$ cat src/rtl/mem_arbiter.sv
// mem_arbiter: shares one single-port memory between instruction fetch and data access.
// Data requests win by default; fetch is forced through after MAX_STREAK back-to-back
// data grants so it cannot starve. Each access runs IDLE -> ISSUE -> (WAIT) -> ACK.
module mem_arbiter #(
    parameter int ADDR_W     = 32,
    parameter int DATA_W     = 32,
    parameter int MEM_LAT    = 1,
    parameter int MAX_STREAK = 4
) (
    input  logic              clk,
    input  logic              rst,
    input  logic              if_req,
    input  logic [ADDR_W-1:0] if_addr,
    output logic              if_ack,
    output logic [DATA_W-1:0] if_rdata,
    input  logic              dm_req,
    input  logic              dm_we,
    input  logic [ADDR_W-1:0] dm_addr,
    input  logic [DATA_W-1:0] dm_wdata,
    output logic              dm_ack,
    output logic [DATA_W-1:0] dm_rdata,
    output logic              mem_en,
    output logic              mem_we,
    output logic [ADDR_W-1:0] mem_addr,
    output logic [DATA_W-1:0] mem_wdata,
    input  logic [DATA_W-1:0] mem_rdata,
    output logic              busy
);

    localparam logic [2:0] LAT_LOAD   = 3'(MEM_LAT - 1);
    localparam logic [3:0] STREAK_MAX = 4'(MAX_STREAK);

    typedef enum logic [1:0] {
        IDLE,
        ISSUE,
        WAIT,
        ACK
    } state_t;

    state_t            state;
    state_t            state_nxt;

    // owner: 1 = data requester holds the current access, 0 = fetch
    logic              owner;
    logic              owner_nxt;
    logic              we_lat;
    logic              we_nxt;
    logic [3:0]        streak;
    logic [3:0]        streak_nxt;
    logic [2:0]        cnt;
    logic [2:0]        cnt_nxt;
    logic [ADDR_W-1:0] addr_nxt;
    logic [DATA_W-1:0] wdata_nxt;
    logic [DATA_W-1:0] if_rdata_nxt;
    logic [DATA_W-1:0] dm_rdata_nxt;
    logic              grant_if;
    logic              capture;

    // Next-state, arbitration, latency sequencing and read-data capture
    always_comb begin
        state_nxt    = state;
        owner_nxt    = owner;
        we_nxt       = we_lat;
        streak_nxt   = streak;
        cnt_nxt      = cnt;
        addr_nxt     = mem_addr;
        wdata_nxt    = mem_wdata;
        if_rdata_nxt = if_rdata;
        dm_rdata_nxt = dm_rdata;
        grant_if     = 1'b0;
        capture      = 1'b0;

        case (state)
            IDLE: begin
                if (if_req || dm_req) begin
                    grant_if  = if_req && (!dm_req || (streak == STREAK_MAX));
                    state_nxt = ISSUE;
                    if (grant_if) begin
                        owner_nxt  = 1'b0;
                        we_nxt     = 1'b0;
                        addr_nxt   = if_addr;
                        streak_nxt = 4'd0;
                    end else begin
                        owner_nxt = 1'b1;
                        we_nxt    = dm_we;
                        addr_nxt  = dm_addr;
                        wdata_nxt = dm_wdata;
                        if (!if_req) begin
                            streak_nxt = 4'd0;
                        end else if (streak < STREAK_MAX) begin
                            streak_nxt = streak + 4'd1;
                        end
                    end
                end
            end
            ISSUE: begin
                cnt_nxt = LAT_LOAD;
                if (MEM_LAT == 1) begin
                    capture   = 1'b1;
                    state_nxt = ACK;
                end else begin
                    state_nxt = WAIT;
                end
            end
            WAIT: begin
                cnt_nxt = cnt - 3'd1;
                if (cnt <= 3'd1) begin
                    capture   = 1'b1;
                    state_nxt = ACK;
                end
            end
            ACK: begin
                state_nxt = IDLE;
            end
            default: begin
                state_nxt = IDLE;
            end
        endcase

        if (capture) begin
            if (owner) begin
                dm_rdata_nxt = mem_rdata;
            end else begin
                if_rdata_nxt = mem_rdata;
            end
        end
    end

    // Strobes and acknowledges are decoded from the state so they clear with it
    always_comb begin
        mem_en = (state == ISSUE);
        mem_we = (state == ISSUE) && we_lat;
        if_ack = (state == ACK) && !owner;
        dm_ack = (state == ACK) && owner;
        busy   = (state != IDLE);
    end

    // State and datapath registers; reset abandons any access in flight
    always_ff @(posedge clk) begin
        if (!rst) begin
            state     <= IDLE;
            owner     <= 1'b0;
            we_lat    <= 1'b0;
            streak    <= 4'd0;
            cnt       <= 3'd0;
            mem_addr  <= '0;
            mem_wdata <= '0;
            if_rdata  <= '0;
            dm_rdata  <= '0;
        end else begin
            state     <= state_nxt;
            owner     <= owner_nxt;
            we_lat    <= we_nxt;
            streak    <= streak_nxt;
            cnt       <= cnt_nxt;
            mem_addr  <= addr_nxt;
            mem_wdata <= wdata_nxt;
            if_rdata  <= if_rdata_nxt;
            dm_rdata  <= dm_rdata_nxt;
        end
    end

endmodule

$ cat config.mk
export PLATFORM = sky130hd
export DESIGN_NAME = mem_arbiter
export DESIGN_NICKNAME = d
export VERILOG_FILES = /design/src/rtl/mem_arbiter.sv
export SDC_FILE = /design/constraint.sdc
export NUM_CORES = 1
export LEC_CHECK = 0
export CAP_MARGIN = 20
export CORE_MARGIN = 2
export CORE_UTILIZATION = 41
export DETAILED_ROUTE_END_ITERATION = 12
export GPL_TIMING_DRIVEN = 0
export PLACE_DENSITY_LB_ADDON = 0.2
export SYNTH_ARGS = -nofsm -noshare
export SYNTH_HDL_FRONTEND = slang
export SYNTH_SLANG_ARGS = --single-unit
$ cat constraint.sdc
create_clock -name clk -period 2 [get_ports clk]
set_input_delay 0.2 -clock clk [delete_from_list [all_inputs] [get_ports clk]]
set_output_delay 0.2 -clock clk [all_outputs]
set_load 0.02 [all_outputs]
======== Word level (Yosys, flattened, before mapping) ========
Index checks and enable logic that the tools add are counted.
Widths: inputs -> output; s select.
cells by class
  $add $sub $neg .......................... 2
  order comparisons ....................... 2
  equal/unequal tests ..................... 7
  muxes and demuxes ....................... 12
  bitwise logic cells ..................... 2
  reduce and logical (&&, ||, !) cells .... 17
operator list
  cell                 number
  $mux 32              1
  $mux 4               3
  $pmux 2 s4           1
  $reduce_and 2->1     4
  $pmux 3 s2           1
  $reduce_and 3->1     2
  $add 4x1->4 const B  1
  $eq 2x2->1 const B   2
  $eq 4x3->1 const B   1
  $logic_and 1x1->1    4
  $lt 4x3->1 const B   1
  $mux 2               2
  $ne 2x2->1 const B   2
  $reduce_bool 2->1    2
  $le 3x1->1 const B   1
  $mux 1               3
  $ne 3x1->1 const B   1
  $sub 3x1->3 const B  1
  $eq 2x1->1 const B   1
  $logic_not 1->1      2
  $logic_not 2->1      1
  $logic_or 1x1->1     2
  $not 1->1            2
  $pmux 1 s2           1
storage, ports and cells
  register bits ........................... 139
  input bits .............................. 133
  output and inout port bits .............. 133
  logic and storage cells ................. 51

======== Depth between registers and ports, before layout ========
Gate-level depths: netlist (run 1).
  depth in word-level cells ............... 5
  mapped depth ............................ 9
  gate-level depth less buffers ........... 6

======== Least setup slack after synthesis (run 1) ========
Ideal clock, no wire load.
  kind .................................... reg-to-reg
  from .................................... register state[0]
  to ...................................... register if_rdata[21]
  setup time .............................. 0.123 ns
  arrival ................................. 1.584 ns
  slack ................................... 0.293 ns
  cell stages (with the launch flop) ...... 7
  cell sequence ........................... dfxtp_1 inv_1 ha_1 or3b_4 a21oi_4 clkbuf_2 o21ai_0
on the way
  cells in the longest elaborated chain, start to end .. 3
  elaborated cells on any way between the ends .. 4
  classes of those cells .................. 2 x eq/ne; 1 x mux; 1 x reduce/logical
ends and longest elaborated chain
  item                                      RTL line  text
  from (decl)                               40        state_t state;
  from (signal assigned)                    151       state <= state_nxt;
  $eq 2x2->1 or $eq 2x1->1 (tied branches)  73        case (state)
  $pmux 1 s2 *                              73
  $reduce_and 2->1 (no source line) *       --
  to (signal assigned)                      158       if_rdata <= if_rdata_nxt;
  to (decl)                                 15        output logic [DATA_W-1:0] if_rdata,
Mark *: on every way between the ends. The rest lies on a longest branch, timed or not.
A chain may end at the register's enable or synchronous reset.

======== Worst setup path after layout (run 1) ========
  from .................................... register state[1]
  to ...................................... output port mem_en
on the way
  cells in the longest elaborated chain, start to end .. 1
ends and longest elaborated chain
  item        RTL line  text
  $eq 2x1->1  131       mem_en = (state == ISSUE);
  to (decl)   22        output logic mem_en,
No other way between the ends.

==> results of run 1 <==
-- cell usage in the layout, fill, tap and decap left out, types with 2 or more instances in the layout --
cell	netlist	routed
sky130_fd_sc_hd__o21ai_0	95	95
sky130_fd_sc_hd__clkdlybuf4s50_1	0	259
sky130_fd_sc_hd__o21ai_1	39	38
sky130_fd_sc_hd__nand3_1	100	100
sky130_fd_sc_hd__buf_6	10	10
sky130_fd_sc_hd__clkinv_4	0	2
sky130_fd_sc_hd__dfxtp_1	139	139
sky130_fd_sc_hd__inv_1	11	11
sky130_fd_sc_hd__clkbuf_16	0	17
sky130_fd_sc_hd__clkbuf_1	35	32
sky130_fd_sc_hd__nand2_1	135	135
sky130_fd_sc_hd__buf_4	3	8
sky130_fd_sc_hd__ha_1	7	5
sky130_fd_sc_hd__clkbuf_2	5	8
sky130_fd_sc_hd__dlygate4sd2_1	0	4
sky130_fd_sc_hd__ha_2	0	2
sky130_fd_sc_hd__a21oi_1	67	67
sky130_fd_sc_hd__bufinv_16	0	3
sky130_fd_sc_hd__nor2b_1	4	4
sky130_fd_sc_hd__buf_2	4	3
sky130_fd_sc_hd__and2_1	6	6
sky130_fd_sc_hd__nor2_1	5	4
sky130_fd_sc_hd__mux2i_1	3	3
sky130_fd_sc_hd__buf_1	3	3
sky130_fd_sc_hd__clkinv_2	0	7
-- layer usage --
metal	GRT usage, %	share of wire, %	vias up
met2	42.3	50	184
li1	-	-	2913
met1	28.8	42	2701
met4	7.94	1.8	0
met5	0	0	-
met3	6.18	6.1	21
-- stage by stage --
step / setup slack, ns / util, % / instances / cell area (sq um)
floorplan: 0.293 / - / 684 / 5470
global placement: -0.000999 / 63.4 / 1123 / 8330
detailed placement: -0.0605 / 63.4 / 1123 / 8330
CTS: 0.0267 / 68.1 / 1159 / 8950
global route: -0.00559 / 68.2 / 1158 / 8960
finish: 0.126 / 68.2 / 1158 / 8960
-- sequential cells by signal, summed over array words and instances, names as in the netlist --
signal     flops
cnt            3
state          2
mem_wdata     32
owner          1
streak         4
if_rdata      32
we_lat         1
dm_rdata      32
mem_addr      32
-- path summary, 6_finish.rpt --
kind / start / end
setup / recovery: state[1] / mem_en
hold / removal: if_req / streak[1]
setup reg to reg: state[0] / if_rdata[23]
hold reg to reg: dm_rdata[6] / dm_rdata[6]
-- layout make-up --
cell class | count | share of cell area (%)
plain buffers | 59 | 3.63
clock buffers | 19 | 4.94
clock inverters | 13 | 1.68
inverters | 11 | 0.461
multi-input cells | 474 | 26.1
flip-flops and latches | 139 | 31.0
well taps | 176 | 2.46
repair buffers | 267 | 29.7
-- cell families after synthesis --
group           synth area share (%)
compound gates                  19.7
buf+inv                         6.65
mux                            0.754
fa+ha+maj                       1.60
flops                           50.8
simple gates                    20.5
-- power groups by stage --
stage	Clock [mW]	Combinational [mW]	Sequential, mW
floorplan	0	0.725	3.57
global placement	0	2.09	3.24
detailed placement	0	2.10	3.25
CTS	3.19	2.14	3.20
global route	3.34	2.31	3.23
finish	3.16	2.14	3.20
-- worst max-delay path, cell delays in order (launching register included) --
cell	delay (ns)
sky130_fd_sc_hd__dfxtp_1	0.34
sky130_fd_sc_hd__inv_1	0.09
sky130_fd_sc_hd__ha_1	0.19
sky130_fd_sc_hd__clkdlybuf4s50_1	0.64
-- repair_timing --
item	4_1_cts	5_1_grt
setup buffers	4	0
endpoints found under the setup margin	35	80
pin swaps	0	1
cloned	0	0
resized for setup	5	11
==> metrics.yaml, run 1 <==
run_status:
  status: "finished, final reports clean"
synth:
  synthArstFlopShare_pct: 0
  synthesis.area_sq_um: 5470
  ys_dominant_reg_cell: "sky130_fd_sc_hd__dfxtp_1"
  flip_flop_and_latch_count_after_synthesis: 139
  synth.largest_area_cell: "sky130_fd_sc_hd__dfxtp_1"
  synth_top_cells_by_area: "sky130_fd_sc_hd__dfxtp_1 51%, sky130_fd_sc_hd__nand2_1 9.3%, sky130_fd_sc_hd__nand3_1 9.1%"
  number_of_distinct_library_cells_after_synthesis: 31
  ys.warnings.count: 0
  syn-instance-count: 684
  synth_top_area_share_pct: 50.8
  synth_enable_flop_cells: 0
  synth_seq_area_share_pct: 50.8
  yosys.cell_count.top_type: "sky130_fd_sc_hd__dfxtp_1"
  post_synth.cell_area_avg_sq_um: 8.00
  yosys-top-cells-count: "139 x sky130_fd_sc_hd__dfxtp_1, 135 x sky130_fd_sc_hd__nand2_1, 100 x sky130_fd_sc_hd__nand3_1, 95 x sky130_fd_sc_hd__o21ai_0, 67 x sky130_fd_sc_hd__a21oi_1"
  synth_nets: 824
min_path:
  worst_hold_path.num_cells: 4
  hold_class: "input pin to register"
placed_design:
  portBuffers: 263
  dpl.hpwl_um: 12700
  gp_congestion: 0.803
clock_tree:
  cts_buffers: 17
  cts_num_sinks: 139
  worstSkewPairLatency_ns: 0.41
  tritoncts: "done"
  holdBufCountCts: 0
  cts-root-buf: "sky130_fd_sc_hd__clkbuf_16"
  htree_levels: 4
  cts_max_path_buffers: 2
  clkTransAtPathRegs_ns: 0.06
pwr:
  ir_drop_mv: 0.528
  power.share.clock_pct: 37.2
  cell_internal_pwr_mw: 6.04
  finalPower_mw: 8.50
  power_switching_mw: 2.46
  swShare_pct: 29.0
  cellLeakagePower_nw: 3.37
  power_frac_comb_pct: 25.2
  power_per_cell_area_nw_per_um2: 948
  seq_power_share_pct: 37.7
detailed_routing:
  drt_wl_total_um: 17500
  detailroute.via_count: 5819
  initialDrtViolationCount: 463
  first_pass_drt_iterations: 5
  avgRoutedWirePerCell_um: 15.1
  route.antenna.remaining_nets: 0
  route.detailed.vias_per_inst: 5.03
  drt_drc_violations_left: 0
timing:
  final_report_max_slew_violation_count: 0
  skew_ns: 0.00734
  rsz0062_at_grt: "yes"
  layout_worst_path_cycle_share_pct: 93.7
  finalSetupViolCount: 0
  hold-worst-slack_ns: 0.325
  hold_violations: 0
  fmax_achieved_mhz: 534
  timing_worst_slew_pin_value_ns: 0.643
  period_minus_slack_ns: 1.87
  fin_setup_tns_ns: 0
  worst_slew_margin_rel_pct: 56.8
setup_path:
  critical_path.endpoint_type: "primary output"
  critPathRequiredTime_ns: 1.80
  critical_path.max_fanout: 4
  r2r_cells: 8
  timing_worst_setup_path_type: "register to primary output"
  worst_reg2reg_setup_slack_ns: 0.15
  worstPathArrival_ns: 1.67
  worstSetupStartpointType: "register"
final_layout:
  drive_gt1_share_pct: 6.92
  num-nets-final: 1109
  final.fill_count: 1147
  register_area_sq_um: 2780
  num_antenna_cells: 0
  layout-area-overhead-vs-synth_pct: 63.8
  multiInputGateArea_sq_um: 2340
floorplan:
  fp.coreArea_sq_um: 13100
  fp.dieW_um: 120
  initial_core_utilization_pct: 41.7
  placement_rows: 42
  area_of_the_die_sq_um: 14300
  ios: 266
  height_of_the_die_um: 120
global_route:
  overflow: 0
  grt_max_degree: 17
  wire_length_of_the_first_global_routing_pass_um: 27700
  antenna_found_initial: 0
  groute.usage.overall_pct: 24.1
  number_of_global_route_vias_before_repair: 5493
job:
  max_cap_violations: 0
No activity file was read; power rests on OpenSTA's default activity.
==> inputs of run 2 (changes only) <==
Settings changed: CELL_PAD_IN_SITES_DETAIL_PLACEMENT set to 1, CELL_PAD_IN_SITES_GLOBAL_PLACEMENT set to 2, CORE_UTILIZATION 41 to 22, CTS_CLUSTER_SIZE set to 25.
==> run 2 against run 1 <==
Net effect:
- total power grew 3.0%
- flip-flop and latch count did not move
- register-to-register slack is essentially flat
- sequential power is essentially flat
- die area is 83% higher
- worst setup slack lost 0.029 ns
- first-iteration DRC count is 66% lower
- final area up 2.6%
- hold slack got worse by 0.0057 ns
- clock power rose by 6.6%
- clock skew rose by 0.0065 ns
- clock-buffer cell count is 1 lower
==> metrics.yaml, run 2 (synthesized netlist as in run 1, its figures left out) <==
run_status:
  status: "finished, final reports clean"
timing:
  period_minus_slack_ns: 1.90  # +0.0287 ns
  hold_violations: 0  # unchanged
  skew_ns: 0.0138  # +0.00648 ns
  timing_worst_slew_pin_value_ns: 0.664  # +0.0213 ns
  fmax_achieved_mhz: 526  # -1.5%
  final_report_max_slew_violation_count: 0  # unchanged
  finalSetupViolCount: 0  # unchanged
  rsz0062_at_grt: "no"
  worst_slew_margin_rel_pct: 55.7  # -1.1 points
  layout_worst_path_cycle_share_pct: 95.1  # +1.4 points
  hold-worst-slack_ns: 0.319  # -0.00574 ns
pwr:
  finalPower_mw: 8.75  # +3.0%
  power.share.clock_pct: 38.5  # +1.3 points
  power_frac_comb_pct: 24.9  # -0.3 points
  swShare_pct: 30.8  # +1.8 points
  cellLeakagePower_nw: 3.40  # +0.97%
  power_per_cell_area_nw_per_um2: 952  # +0.43%
  seq_power_share_pct: 36.6  # -1.1 points
  power_switching_mw: 2.69  # +9.4%
  ir_drop_mv: 0.391  # -26%
  cell_internal_pwr_mw: 6.06  # +0.42%
final_layout:
  final.fill_count: 2910  # +150%
  drive_gt1_share_pct: 7.35  # +0.42 points
  num-nets-final: 1107  # -0.18%
  register_area_sq_um: 2780  # unchanged
  layout.cells.most_common: "sky130_fd_sc_hd__clkdlybuf4s50_1"
  mostFrequentLayoutCells: "258 x sky130_fd_sc_hd__clkdlybuf4s50_1, 139 x sky130_fd_sc_hd__dfxtp_1, 135 x sky130_fd_sc_hd__nand2_1"
  finish.instance_area_sq_um: 9190  # +2.6%
  multiInputGateArea_sq_um: 2350  # +0.27%
  layout.core_utilization_pct: 37.7  # -31 points
  layout-area-overhead-vs-synth_pct: 68.0
clock_tree:
  cts_buffers: 17  # unchanged
  clkTransAtPathRegs_ns: 0.07  # about the same
  cts-root-buf: "sky130_fd_sc_hd__clkbuf_16"
  tritoncts: "done"
  cts_num_sinks: 139  # unchanged
  htree_levels: 4  # unchanged
  worstSkewPairLatency_ns: 0.42  # about the same
  cts_max_path_buffers: 2  # unchanged
  holdBufCountCts: 0  # unchanged
setup_path:
  worstPathArrival_ns: 1.70  # +0.03 ns
  critical_path.max_fanout: 4  # unchanged
  timing_worst_setup_path_type: "register to primary output"
  critPathRequiredTime_ns: 1.80  # about the same
  critical_path.endpoint_type: "primary output"
  worstSetupStartpointType: "register"
global_route:
  number_of_global_route_vias_before_repair: 6022  # +9.6%
  overflow: 0  # unchanged
  wire_length_of_the_first_global_routing_pass_um: 33600  # +21%
  antenna_found_initial: 0  # unchanged
  groute.usage.overall_pct: 16.3  # -7.9 points
  grt_max_degree: 17  # unchanged
placed_design:
  portBuffers: 263  # unchanged
  detailed_place.area_sq_um: 8510  # +2.2%
  dpl.hpwl_um: 15800  # +25%
  gp_congestion: 0.711  # -11%
detailed_routing:
  detailroute.via_count: 5784  # -0.60%
  drt_drc_violations_left: 0  # unchanged
  initialDrtViolationCount: 157  # -66%
  drt_wl_total_um: 21200  # +21%
  first_pass_drt_iterations: 4  # -1
  avgRoutedWirePerCell_um: 16.3  # +7.8%
  route.detailed.vias_per_inst: 4.43  # -12%
  route.antenna.remaining_nets: 0  # unchanged
floorplan:
  fp.dieW_um: 162  # +35%
  initial_core_utilization_pct: 22.4  # -19 points
  height_of_the_die_um: 162  # +35%
  ios: 266  # unchanged
  placement_rows: 57  # +36%
  area_of_the_die_sq_um: 26200  # +83%
  fp.coreArea_sq_um: 24400  # +86%
job:
  max_cap_violations: 0  # unchanged
min_path:
  hold_class: "input pin to register"
==> run 2: metrics by stage <==
stage               TNS [ns]  instances  setup slack, ns
floorplan                  0        684            0.293
global placement       -9.99       1271           -0.164
detailed placement    -10.55       1271           -0.191
CTS                        0       1305           0.0447
global route               0       1304          0.00257
finish                     0       1305           0.0972
==> run 2: area by class of cell <==
| type | count | area share, % |
|---|---|---|
| sequential | 139 | 30.3 |
| timing repair buffer | 265 | 28.9 |
| multi-input combinational | 474 | 25.5 |
| clock buffer | 18 | 4.67 |
| tap | 324 | 4.41 |
| buffer | 59 | 3.73 |
| clock inverter | 14 | 1.99 |
| inverter | 11 | 0.449 |
| antenna | 1 | 0.0272 |
==> run 2: what timing repair did <==
| action | 4_1_cts | 5_1_grt |
|---|---|---|
| pin swaps | 0 | 1 |
| setup endpoints to repair | 68 | 106 |
| buffers inserted | 2 | 0 |
| resized for setup | 7 | 30 |
| cloned | 0 | 0 |
==> run 2: worst paths after layout <==
kind	cells after the start	slack [ns]	start	end
worst min-delay path	3	0.32	dm_addr[27]	mem_addr[27]
worst min register to register	2	0.45	if_rdata[24]	if_rdata[24]
worst max-delay path	4	0.1	state[0]	busy
worst max register to register	7	0.14	state[0]	if_rdata[18]
==> run 2: power by group through the flow <==
stage	sequential [mW]	combinational, mW	clock (mW)
floorplan	3.57	0.725	0
global placement	3.26	2.16	0
detailed placement	3.26	2.17	0
CTS	3.21	2.20	3.48
global route	3.24	2.38	3.60
finish	3.20	2.18	3.37
==> run 2: per-layer routing <==
metal / up-vias / wire length, um / GRT usage (%)
li1: 2912 / - / -
met1: 2679 / 9290 / 20.2
met2: 177 / 10000 / 26.8
met3: 16 / 1650 / 5.69
met4: 0 / 227 / 4.47
met5: - / 0 / 0
==> run 2: critical path, cell delays in order, from the launching register on <==
cell	delay (ns)
sky130_fd_sc_hd__dfxtp_1	0.36
sky130_fd_sc_hd__inv_1	0.09
sky130_fd_sc_hd__ha_1	0.25
sky130_fd_sc_hd__inv_1	0.19
sky130_fd_sc_hd__dlygate4sd2_1	0.40
